===== src/rtl/dmem_pkg.sv =====
// Shared definitions for the handshaked RISC-V data memory: funct3 codes,
// FSM encoding and the access-legality helper.
package dmem_pkg;

    localparam logic [2:0] F3_B  = 3'b000;
    localparam logic [2:0] F3_H  = 3'b001;
    localparam logic [2:0] F3_W  = 3'b010;
    localparam logic [2:0] F3_BU = 3'b100;
    localparam logic [2:0] F3_HU = 3'b101;

    typedef enum logic [1:0] {
        S_IDLE = 2'd0,
        S_WAIT = 2'd1,
        S_RESP = 2'd2
    } state_t;

    // Illegal size code or misaligned offset; unsigned sizes exist only for loads.
    function automatic logic f3_fault(input logic we, input logic [2:0] f3, input logic [1:0] off);
        logic fault;
        case (f3)
            F3_B:    fault = 1'b0;
            F3_H:    fault = off[0];
            F3_W:    fault = (off != 2'b00);
            F3_BU:   fault = we;
            F3_HU:   fault = we | off[0];
            default: fault = 1'b1;
        endcase
        return fault;
    endfunction

endpackage


===== src/rtl/load_extend.sv =====
// Extracts the addressed byte/halfword from a memory word and sign- or
// zero-extends it according to the load funct3.
module load_extend
    import dmem_pkg::*;
(
    input  logic [31:0] word,
    input  logic [1:0]  byte_off,
    input  logic [2:0]  funct3,
    output logic [31:0] extended
);

    logic [7:0]  w_byte;
    logic [15:0] w_half;

    // Lane selection followed by extension.
    always_comb begin
        case (byte_off)
            2'd0:    w_byte = word[7:0];
            2'd1:    w_byte = word[15:8];
            2'd2:    w_byte = word[23:16];
            2'd3:    w_byte = word[31:24];
            default: w_byte = 8'd0;
        endcase
        if (byte_off[1]) begin
            w_half = word[31:16];
        end else begin
            w_half = word[15:0];
        end
        case (funct3)
            F3_B:    extended = {{24{w_byte[7]}}, w_byte};
            F3_BU:   extended = {24'd0, w_byte};
            F3_H:    extended = {{16{w_half[15]}}, w_half};
            F3_HU:   extended = {16'd0, w_half};
            F3_W:    extended = word;
            default: extended = 32'd0;
        endcase
    end

endmodule


===== src/rtl/data_mem_hs.sv =====
// Byte-addressed data memory with byte-lane stores, extended loads,
// configurable wait states behind a req/ready handshake, and fault reporting.
module data_mem_hs
    import dmem_pkg::*;
#(
    parameter int ADDR_WIDTH  = 8,
    parameter int DEPTH_WORDS = 64,
    parameter int WAIT_STATES = 0
) (
    input  logic                  clk,
    input  logic                  rst,
    input  logic                  req,
    input  logic                  we,
    input  logic [2:0]            funct3,
    input  logic [ADDR_WIDTH-1:0] addr,
    input  logic [31:0]           wdata,
    output logic [31:0]           rdata,
    output logic                  ready,
    output logic                  err
);

    localparam int         IDX_W   = $clog2(DEPTH_WORDS);
    localparam logic [3:0] WS_LAST = 4'(WAIT_STATES);

    state_t                r_state;
    logic [3:0]            r_cnt;
    logic                  r_we;
    logic [2:0]            r_funct3;
    logic [ADDR_WIDTH-1:0] r_addr;
    logic [31:0]           r_wdata;
    logic [31:0]           r_mem [DEPTH_WORDS];

    logic                  w_direct;
    logic                  w_go_resp;
    logic                  w_we;
    logic [2:0]            w_funct3;
    logic [ADDR_WIDTH-1:0] w_addr;
    logic [31:0]           w_wdata;
    logic [ADDR_WIDTH-3:0] w_idx;
    logic [IDX_W-1:0]      w_row;
    logic                  w_fault;
    logic [3:0]            w_be;
    logic [31:0]           w_lane_data;
    logic [31:0]           w_word;
    logic [31:0]           w_ext;

    // With no wait states the access completes on the accepting edge itself,
    // so the request fields are used before they reach the latches.
    assign w_direct  = (r_state == S_IDLE) && req && (WAIT_STATES == 32'sd0);
    assign w_go_resp = !rst && (w_direct || ((r_state == S_WAIT) && (r_cnt == WS_LAST)));

    // Select the access fields: live request in IDLE, latched copy otherwise.
    always_comb begin
        if (r_state == S_IDLE) begin
            w_we     = we;
            w_funct3 = funct3;
            w_addr   = addr;
            w_wdata  = wdata;
        end else begin
            w_we     = r_we;
            w_funct3 = r_funct3;
            w_addr   = r_addr;
            w_wdata  = r_wdata;
        end
    end

    assign w_idx   = w_addr[ADDR_WIDTH-1:2];
    assign w_row   = w_idx[IDX_W-1:0];
    assign w_fault = f3_fault(w_we, w_funct3, w_addr[1:0]) | (32'(w_idx) >= 32'(DEPTH_WORDS));
    assign w_word  = r_mem[w_row];

    // Byte-lane enables and replicated store data.
    always_comb begin
        w_be        = 4'b0000;
        w_lane_data = w_wdata;
        case (w_funct3)
            F3_B: begin
                w_be        = 4'b0001 << w_addr[1:0];
                w_lane_data = {4{w_wdata[7:0]}};
            end
            F3_H: begin
                w_be        = w_addr[1] ? 4'b1100 : 4'b0011;
                w_lane_data = {2{w_wdata[15:0]}};
            end
            F3_W:    w_be = 4'b1111;
            default: w_be = 4'b0000;
        endcase
    end

    load_extend u_load_extend (
        .word     (w_word),
        .byte_off (w_addr[1:0]),
        .funct3   (w_funct3),
        .extended (w_ext)
    );

    // Store commit on the edge entering RESP; faulted or reset accesses never write.
    always_ff @(posedge clk) begin
        if (w_go_resp && w_we && !w_fault) begin
            for (int i = 0; i < 4; i++) begin
                if (w_be[i]) begin
                    r_mem[w_row][8*i +: 8] <= w_lane_data[8*i +: 8];
                end
            end
        end
    end

    // Handshake FSM, wait counter and registered response outputs.
    always_ff @(posedge clk) begin
        if (rst) begin
            r_state  <= S_IDLE;
            r_cnt    <= 4'd0;
            r_we     <= 1'b0;
            r_funct3 <= 3'd0;
            r_addr   <= {ADDR_WIDTH{1'b0}};
            r_wdata  <= 32'd0;
            rdata    <= 32'd0;
            ready    <= 1'b0;
            err      <= 1'b0;
        end else begin
            ready <= 1'b0;
            err   <= 1'b0;
            if (w_go_resp) begin
                ready <= 1'b1;
                err   <= w_fault;
                if (w_fault) begin
                    rdata <= 32'd0;
                end else if (!w_we) begin
                    rdata <= w_ext;
                end
            end
            case (r_state)
                S_IDLE: begin
                    if (req) begin
                        r_we     <= we;
                        r_funct3 <= funct3;
                        r_addr   <= addr;
                        r_wdata  <= wdata;
                        if (WAIT_STATES == 32'sd0) begin
                            r_state <= S_RESP;
                        end else begin
                            r_state <= S_WAIT;
                            r_cnt   <= 4'd1;
                        end
                    end
                end
                S_WAIT: begin
                    if (r_cnt == WS_LAST) begin
                        r_state <= S_RESP;
                        r_cnt   <= 4'd0;
                    end else begin
                        r_cnt <= r_cnt + 4'd1;
                    end
                end
                S_RESP:  r_state <= S_IDLE;
                default: r_state <= S_IDLE;
            endcase
        end
    end

endmodule


===== config.mk =====
export PLATFORM = sky130hd
export DESIGN_NAME = data_mem_hs
export DESIGN_NICKNAME = d
export VERILOG_FILES = /design/src/rtl/dmem_pkg.sv /design/src/rtl/load_extend.sv /design/src/rtl/data_mem_hs.sv
export SDC_FILE = /design/constraint.sdc
export NUM_CORES = 2
export LEC_CHECK = 0
export CELL_PAD_IN_SITES_DETAIL_PLACEMENT = 1
export CELL_PAD_IN_SITES_GLOBAL_PLACEMENT = 1
export CORE_ASPECT_RATIO = 1.2
export CORE_MARGIN = 2
export CORE_UTILIZATION = 30
export CTS_BUF_LIST = sky130_fd_sc_hd__clkbuf_8
export DETAILED_ROUTE_END_ITERATION = 12
export PLACE_DENSITY_LB_ADDON = 0.1
export RECOVER_POWER = 100
export REMOVE_ABC_BUFFERS = 1
export SLEW_MARGIN = 20
export SYNTH_ARGS = -nofsm -noshare
export SYNTH_HDL_FRONTEND = slang
export SYNTH_SLANG_ARGS = --single-unit

===== constraint.sdc =====
create_clock -name clk -period 6.5 [get_ports clk]
set_input_delay 0.65 -clock clk [delete_from_list [all_inputs] [get_ports clk]]
set_output_delay 0.65 -clock clk [all_outputs]
set_load 0.1 [all_outputs]

======== Word level (Yosys, flattened, before mapping) ========
Memory sizes are Yosys's and may differ from the RTL's.
Index checks and enable logic that the tools add are counted.
storage, ports and cells
  register bits after elaboration ......... 84
  memory bits (writable) .................. 2048
  memories kept ........................... 1
  bits of input ports ..................... 47
  output and inout port bits .............. 34
  word-level logic and storage cells ...... 72
memories
  memory  words  width  rd ports  clocked after memory_dff  wr ports  line               source
  r_mem   64     32     1         0                         1         data_mem_hs.sv:31  logic [31:0] r_mem [DEPTH_WORDS];
cells by class
  shift-type cells ........................ 1
  eq/ne operators ......................... 11
  reduce and logical (&&, ||, !) cells .... 17
  bitwise logic cells ..................... 2
  $add $sub $neg .......................... 1
  mux-type cells .......................... 30
operators with widths
  cell                                             count
  case mux 32 bit (5 select lines)                 1
  2-to-1 mux 32 bit                                3
  case mux 32 bit (2 select lines)                 1
  case mux 8 bit (4 select lines)                  1
  2-to-1 mux 16 bit                                1
  2-to-1 mux 1 bit                                 14
  case mux 4 bit (3 select lines)                  1
  2-to-1 mux 4 bit                                 2
  2-to-1 mux 8 bit                                 1
  == test 3 bit, second input constant             2
  AND reduction 2 bit                              3
  logical AND 1 bit                                5
  case mux 1 bit (5 select lines)                  1
  adder 4 x 1 -> 4 bit, second input constant      1
  == test 2 x 1 -> 1 bit, second input constant    2
  == test 2 bit, second input constant             2
  logical NOT 2 bit                                2
  logical NOT 4 bit                                1
  2-to-1 mux 2 bit                                 2
  != test 2 x 1 -> 1 bit, second input constant    2
  case mux 2 bit (2 select lines)                  1
  left shift 1 x 2 -> 4 bit, first input constant  1
  == test 3 x 1 -> 1 bit, second input constant    1
  == test 3 x 2 -> 1 bit, second input constant    1
  9 further kinds                                  10

======== Depth between registers and ports, before layout ========
  word-level depth ........................ 8
  mapped depth ............................ 16
  gate-level depth less buffers ........... 9

======== Cells and area by module ========
From an unflattened synthesis, not the netlist that was laid out.
second synthesis, totals
  cell total of the unflattened synthesis .. 4733
  area, all modules ....................... 81795.9 um^2
by module, submodules not included
  module       cells an instance  times used  area an instance (um^2)  seq. area each (um^2)
  data_mem_hs  4605               1           80729.9                  63080.5
  load_extend  128                1           1066.0                   0.0

======== Least setup slack after synthesis ========
No wires, ideal clock.
  path type ............................... flip-flop to flip-flop
  start ................................... register r_state[1]
  end ..................................... memory r_mem[0][19] (data pin)
  stages on the path, launching flop included .. 9
  clock period less this slack ............ 5.223 ns
  library setup time ...................... 0.702 ns
  required time ........................... 5.798 ns
  path buffers ............................ 5
  slack ................................... 1.277 ns
  arrival ................................. 4.521 ns
  path through ............................ dfxtp_1 > buf_6 > buf_6 > buf_2 > buf_2 > mux2i_1 > nand2_1 > clkbuf_1 > o21ai_0
between the ends
  cells in the longest elaborated chain, start to end .. 4
  elaborated cells between the ends (all ways) .. 6
  classes of those cells .................. eq/ne (1); mux (3); reduce/logical (2)
ends and longest elaborated chain
  item                                                         line                source
  start, declared                                              data_mem_hs.sv:25   state_t r_state;
  start signal, assigned                                       data_mem_hs.sv:111  r_state <= S_IDLE;
  start signal, assigned                                       data_mem_hs.sv:140  r_state <= S_RESP;
  start signal, assigned                                       data_mem_hs.sv:142  r_state <= S_WAIT;
  logical NOT 2 bit *                                          data_mem_hs.sv:54   if (r_state == S_IDLE) begin
  2-to-1 mux 3 bit                                             data_mem_hs.sv:54
  == test 3 x 1 -> 1 bit or logical NOT 3 bit (tied branches)  data_mem_hs.sv:76   case (w_funct3)
  case mux 32 bit (2 select lines) *                           data_mem_hs.sv:76
  named net w_lane_data[19]                                    data_mem_hs.sv:43   logic [31:0] w_lane_data;
  end, declared                                                data_mem_hs.sv:31
The timed path passes the listed nets; every way through them passes the cells marked *.

======== Worst setup path in the final report ========
  start ................................... register r_state[1]
  end ..................................... register rdata[10]
between the ends
  cells in the longest elaborated chain, start to end .. 7
  elaborated cells between the ends (all ways) .. 29
  classes of those cells .................. eq/ne (9); mux (9); bitwise (1); reduce/logical (9); memory (1)
ends and longest elaborated chain
  item                                                                  line                                  source
  logical NOT 2 bit                                                     data_mem_hs.sv:49, data_mem_hs.sv:54
  2-to-1 mux 8 bit                                                      data_mem_hs.sv:54
  memory (64 x 32 bit), or another cell as far along                    -
  case mux 8 bit (4 select lines) or 2-to-1 mux 16 bit (tied branches)  load_extend.sv:17, load_extend.sv:24
  case mux 32 bit (5 select lines)                                      load_extend.sv:29                     case (funct3)
  2-to-1 mux 32 bit                                                     data_mem_hs.sv:128                    end else if (!w_we) begin
  2-to-1 mux 32 bit                                                     data_mem_hs.sv:126                    if (w_fault) begin
  end signal, assigned                                                  data_mem_hs.sv:129                    rdata <= w_ext;
  end, declared                                                         data_mem_hs.sv:17                     output logic [31:0] rdata,
Several ways; a longest one is shown, not always the timed one. The select of a mux whose other input is x is not followed.
A chain may end at the register's enable or synchronous reset.

==> out/metrics.sh <==
YOSYSSEQAREASHARE_PCT=78.4
SYNTHMOSTINSTANTIATEDCELL='edfxtp_1'
FINAL.MIN_CLOCK_PERIOD_NS=5.94
TIMING.CRITICAL_PATH.FANOUT_MAX=51
BIGGEST_AREA_CONTRIBUTORS_IN_THE_SYNTHESIZED_NETLIST='edfxtp_1 (76%), o22ai_1 (6.0%), dfxtp_1 (2.0%)'
FMAXACHIEVABLE_MHz=168
POST_LAYOUT_UTILIZATION_OF_THE_CORE_PCT=35.4
CELL_INTERNAL_PWR_mW=21.5
SYNTH_TOP_CELL_AREA_SHARE_PCT=76.4
CLOCK-ROOT-BUFFER='clkbuf_8'
STATUS='finished, violations left'
CRITPATHLAUNCHTYPE='flop'
TIMING.MAX_CAP.VIOLATIONS=27
FLOORPLAN.DIE_AREA_UM2=272000
LAYOUT.CELLS.NON_FILLER=9622
PROPORTION_OF_TOTAL_POWER_DUE_TO_NET_SWITCHING_PCT=26.9
MAXSLEWHEADROOM_PCT=-136
STARTING_DENSITY_PCT=30.1
POWER_SWITCHING_mW=7.90
REGISTER_AREA_UM2=63100
CRITICAL-PATH-MAX-STAGE-DELAY_NS=1.15
FIN_CRIT_SH_PCT=91.4
H-TREE-DEPTH=5
ANT_NETS=0
ROWS=208
MULTIINPUTGATEAREA_UM2=16000
CP_COMMON_CELL='clkbuf_1'
DETAIL_ROUTE.FIRST_PASS.ITERATIONS=5
SYNTH-WARNING-COUNT=0
CTS_HOLD_REPAIR.BUFFERS=0
TIMING.CRITICAL_PATH.SLOWEST_STAGE_CELL='nor2_1'
POWER_FRAC_COMB_PCT=9.9
WORST_IR_DROP_VDD_mV=0.147
DOMINANT_REGISTER_CELL_IN_THE_SYNTHESIZED_NETLIST='edfxtp_1'
FINALWIRELENGTH_UM=346000
TIMING.FINAL.MAX_SLEW_VIOLATIONS=1249
PATH_CLK_SLEW_NS=0.07
POST_ROUTE_CELLS_DRIVE_ABOVE_1_SHARE_PCT=14.2
NUM_IO_PINS=81
VIAS_PER_CELL=5.51
POST_DP_CELL_AREA_UM2=89800
DP_CELLS=8984
PORT-BUFFER-COUNT=80
POWERDENSITY_nW_PER_UM2=310
GRT_OVERFLOW=0
SYNTH_EDF_COUNT=2048
HOLD_PATH.CLASS='primary input to flop'
TIMING.CLOCK.SKEW_NS=0.0552
NUMCLOCKSINKS=2127
LARGEST_NET_DEGREE_AT_THE_START_OF_GLOBAL_ROUTING=66
CP_DATA_ARRIVAL_TIME_NS=6.88
FINALINSTANCEAREA_UM2=94700
CRITICAL_PATH.CELL_CHAIN='clkbuf_1 -> mux2_2 -> clkbuf_1 -> nor2_1 -> buf_4 -> o31ai_1 -> o211ai_1 -> nor3_1 -> clkbuf_1 -> mux4_2 -> nor3_4 -> a221o_1'
POST-CTS-SETUP-BUFFERS=0
LAYOUT-AREA-OVERHEAD-VS-SYNTH_PCT=17.7
TRITONCTS='done'
FAILING_CHECKS='max-capacitance violations, max-slew violations'
FIRST_GLOBAL_VIAS=54900
R2R_SLACK_NS=0.56
WORSTMARGINPINSLEW_NS=3.54
DP_HPWL_UM=226000
SYNTH.CELLS.MOST_FREQUENT='edfxtp_1 (2,048), o22ai_1 (774), nand2_1 (417), nor3_1 (271), clkbuf_1 (203)'
POST-ROUTE-DRC-COUNT=0
GRT_ANTENNA_BEFORE_REPAIR=23
GPL.FINAL_WEIGHTED_CONGESTION=0.835
DRTITER0DRC=4854
POST_SYNTH_NUM_CELL_TYPES=74
POST_CTS_RESIZED=0
GRT.TOTAL_USAGE_PCT=24.8
SYNTHESIS.INSTANCES=5109
FILL_CELLS=27500
CRITPATHREQUIREDTIME_NS=7.44
DESIGN.FINAL.NETS=5822
SEQ_POWER_SHARE_PCT=52.5
GRT_SETUP_UNREPAIRED='false'
CP-END-KIND='flop'
SYN_AREA_UM2=80500
FINAL-SETUP-VIOL-COUNT=0
GRT_PASS1_WL_UM=471000
DIE_WIDTH_UM=477
LEAKAGE_nW=30.0
FINALHOLDVIOLCOUNT=0
DETAILROUTE.VIA_COUNT=53100
CTS-BUFFERS-INSERTED=359
CLOCK_POWER_SHARE_PCT=37.6
CLOCKBUFFERDEPTH=4
SYNTHDOMINANTAREACELLTYPE='edfxtp_1'
CRIT_TYPE='flop to flop'
INSERTION_DELAY_TO_THE_LATER_SINK_OF_THE_WORST_SKEW_PAIR_NS=1.01
YOSYS_REGISTER_BITS=2127
WIRE_PER_INST_UM=36.0
ASYNC_RESET_FF_SHARE_PCT=0
DIE_HEIGHT_UM=571
SYN-MEAN-INSTANCE-AREA_UM2=15.7
DESIGN.CORE.AREA_UM2=267000
## sequential cells by signal, indices dropped and copies added (netlist names)
name      cells
r_state       1
rdata        32
r_funct3      3
ready         1
r_wdata      32
r_we          1
err           1
r_mem      2048
r_addr        8
## kinds of logic after synthesis
kind of cell    share of synthesized area, %
simple gates                            6.73
flops                                   78.4
mux                                     1.93
buf+inv                                 2.23
compound gates                          10.7
## power by group through the flow
stage	logic [mW]	registers [mW]	clock network, mW
2_1_floorplan	1.12	15.8	0
3_3_place_gp	2.95	15.7	0
3_5_place_dp	2.97	15.7	0
4_1_cts	2.97	15.4	11.3
5_1_grt	3.00	15.4	11.9
6_report	2.90	15.4	11.0
## critical path, delay by kind of cell (launching register included)
| kind | cells | cell delay, ns |
|---|---|---|
| buffers and inverters | 4 | 1.54 |
| AOI/OAI and AO/OA | 3 | 0.43 |
| DFF | 1 | 0.93 |
| and+or+nand+nor | 3 | 1.63 |
| muxes | 2 | 1.22 |
## per-layer routing
| metal | up-vias | GRT usage, % | wire length (um) |
|---|---|---|---|
| met3 | 491 | 3.23 | 17800 |
| li1 | 22200 | - | - |
| met4 | 18 | 8.89 | 14300 |
| met1 | 28500 | 31.8 | 143000 |
| met2 | 1760 | 43.0 | 171000 |
| met5 | - | 0 | 118 |
## final timing paths
| kind | start | end | depth (start not counted) |
|---|---|---|---|
| setup / recovery | r_state[1] | rdata[10] | 12 |
| hold reg to reg | r_wdata[30] | r_wdata[30] | 2 |
| setup reg to reg | r_state[1] | rdata[10] | 12 |
| hold / removal | rst | ready | 2 |
## per-stage QoR
step                      worst slack [ns]  hold slack (ns)  total power [mW]  setup TNS (ns)
after CTS                            0.919           0.0514              29.7               0
final                                0.561            0.120              29.4               0
after detailed placement             0.523            0.447              18.6               0
after global routing                 0.461           0.0944              30.3               0
after floorplan                      -3.37            0.427              16.9        -2337.43
after global placement               0.366            0.439              18.6               0
## placed cells by master, fill, tap and decap left out, drive strengths merged, types with 34 or more instances in the layout
| master | synthesis | layout |
|---|---|---|
| edfxtp | 2048 | 2048 |
| o22ai | 774 | 774 |
| clkbuf | 203 | 686 |
| nand2 | 417 | 417 |
| buf | 192 | 306 |
| nor3 | 272 | 272 |
| a21oi | 183 | 183 |
| inv | 13 | 143 |
| nor4 | 121 | 121 |
| nor2 | 119 | 119 |
| clkinv | 0 | 115 |
| mux2i | 100 | 100 |
| dfxtp | 79 | 79 |
| o221ai | 55 | 55 |
| clkdlybuf4s50 | 0 | 45 |
| or4 | 45 | 45 |
| o21ai | 43 | 43 |
| mux2 | 41 | 41 |
| and3 | 38 | 38 |
| nand3 | 36 | 36 |
| a221oi | 34 | 34 |
| dlygate4sd3 | 0 | 34 |
## area by class of cell
type	instances	share of cell area (%)
sequential	2127	66.6
multi-input combinational	2574	16.9
clock buffer	371	5.39
timing repair buffer	700	5.10
tap	3570	4.72
clock inverter	255	1.23
inverter	13	0.0515
antenna	12	0.0317
No activity file was read; power rests on OpenSTA's default activity.
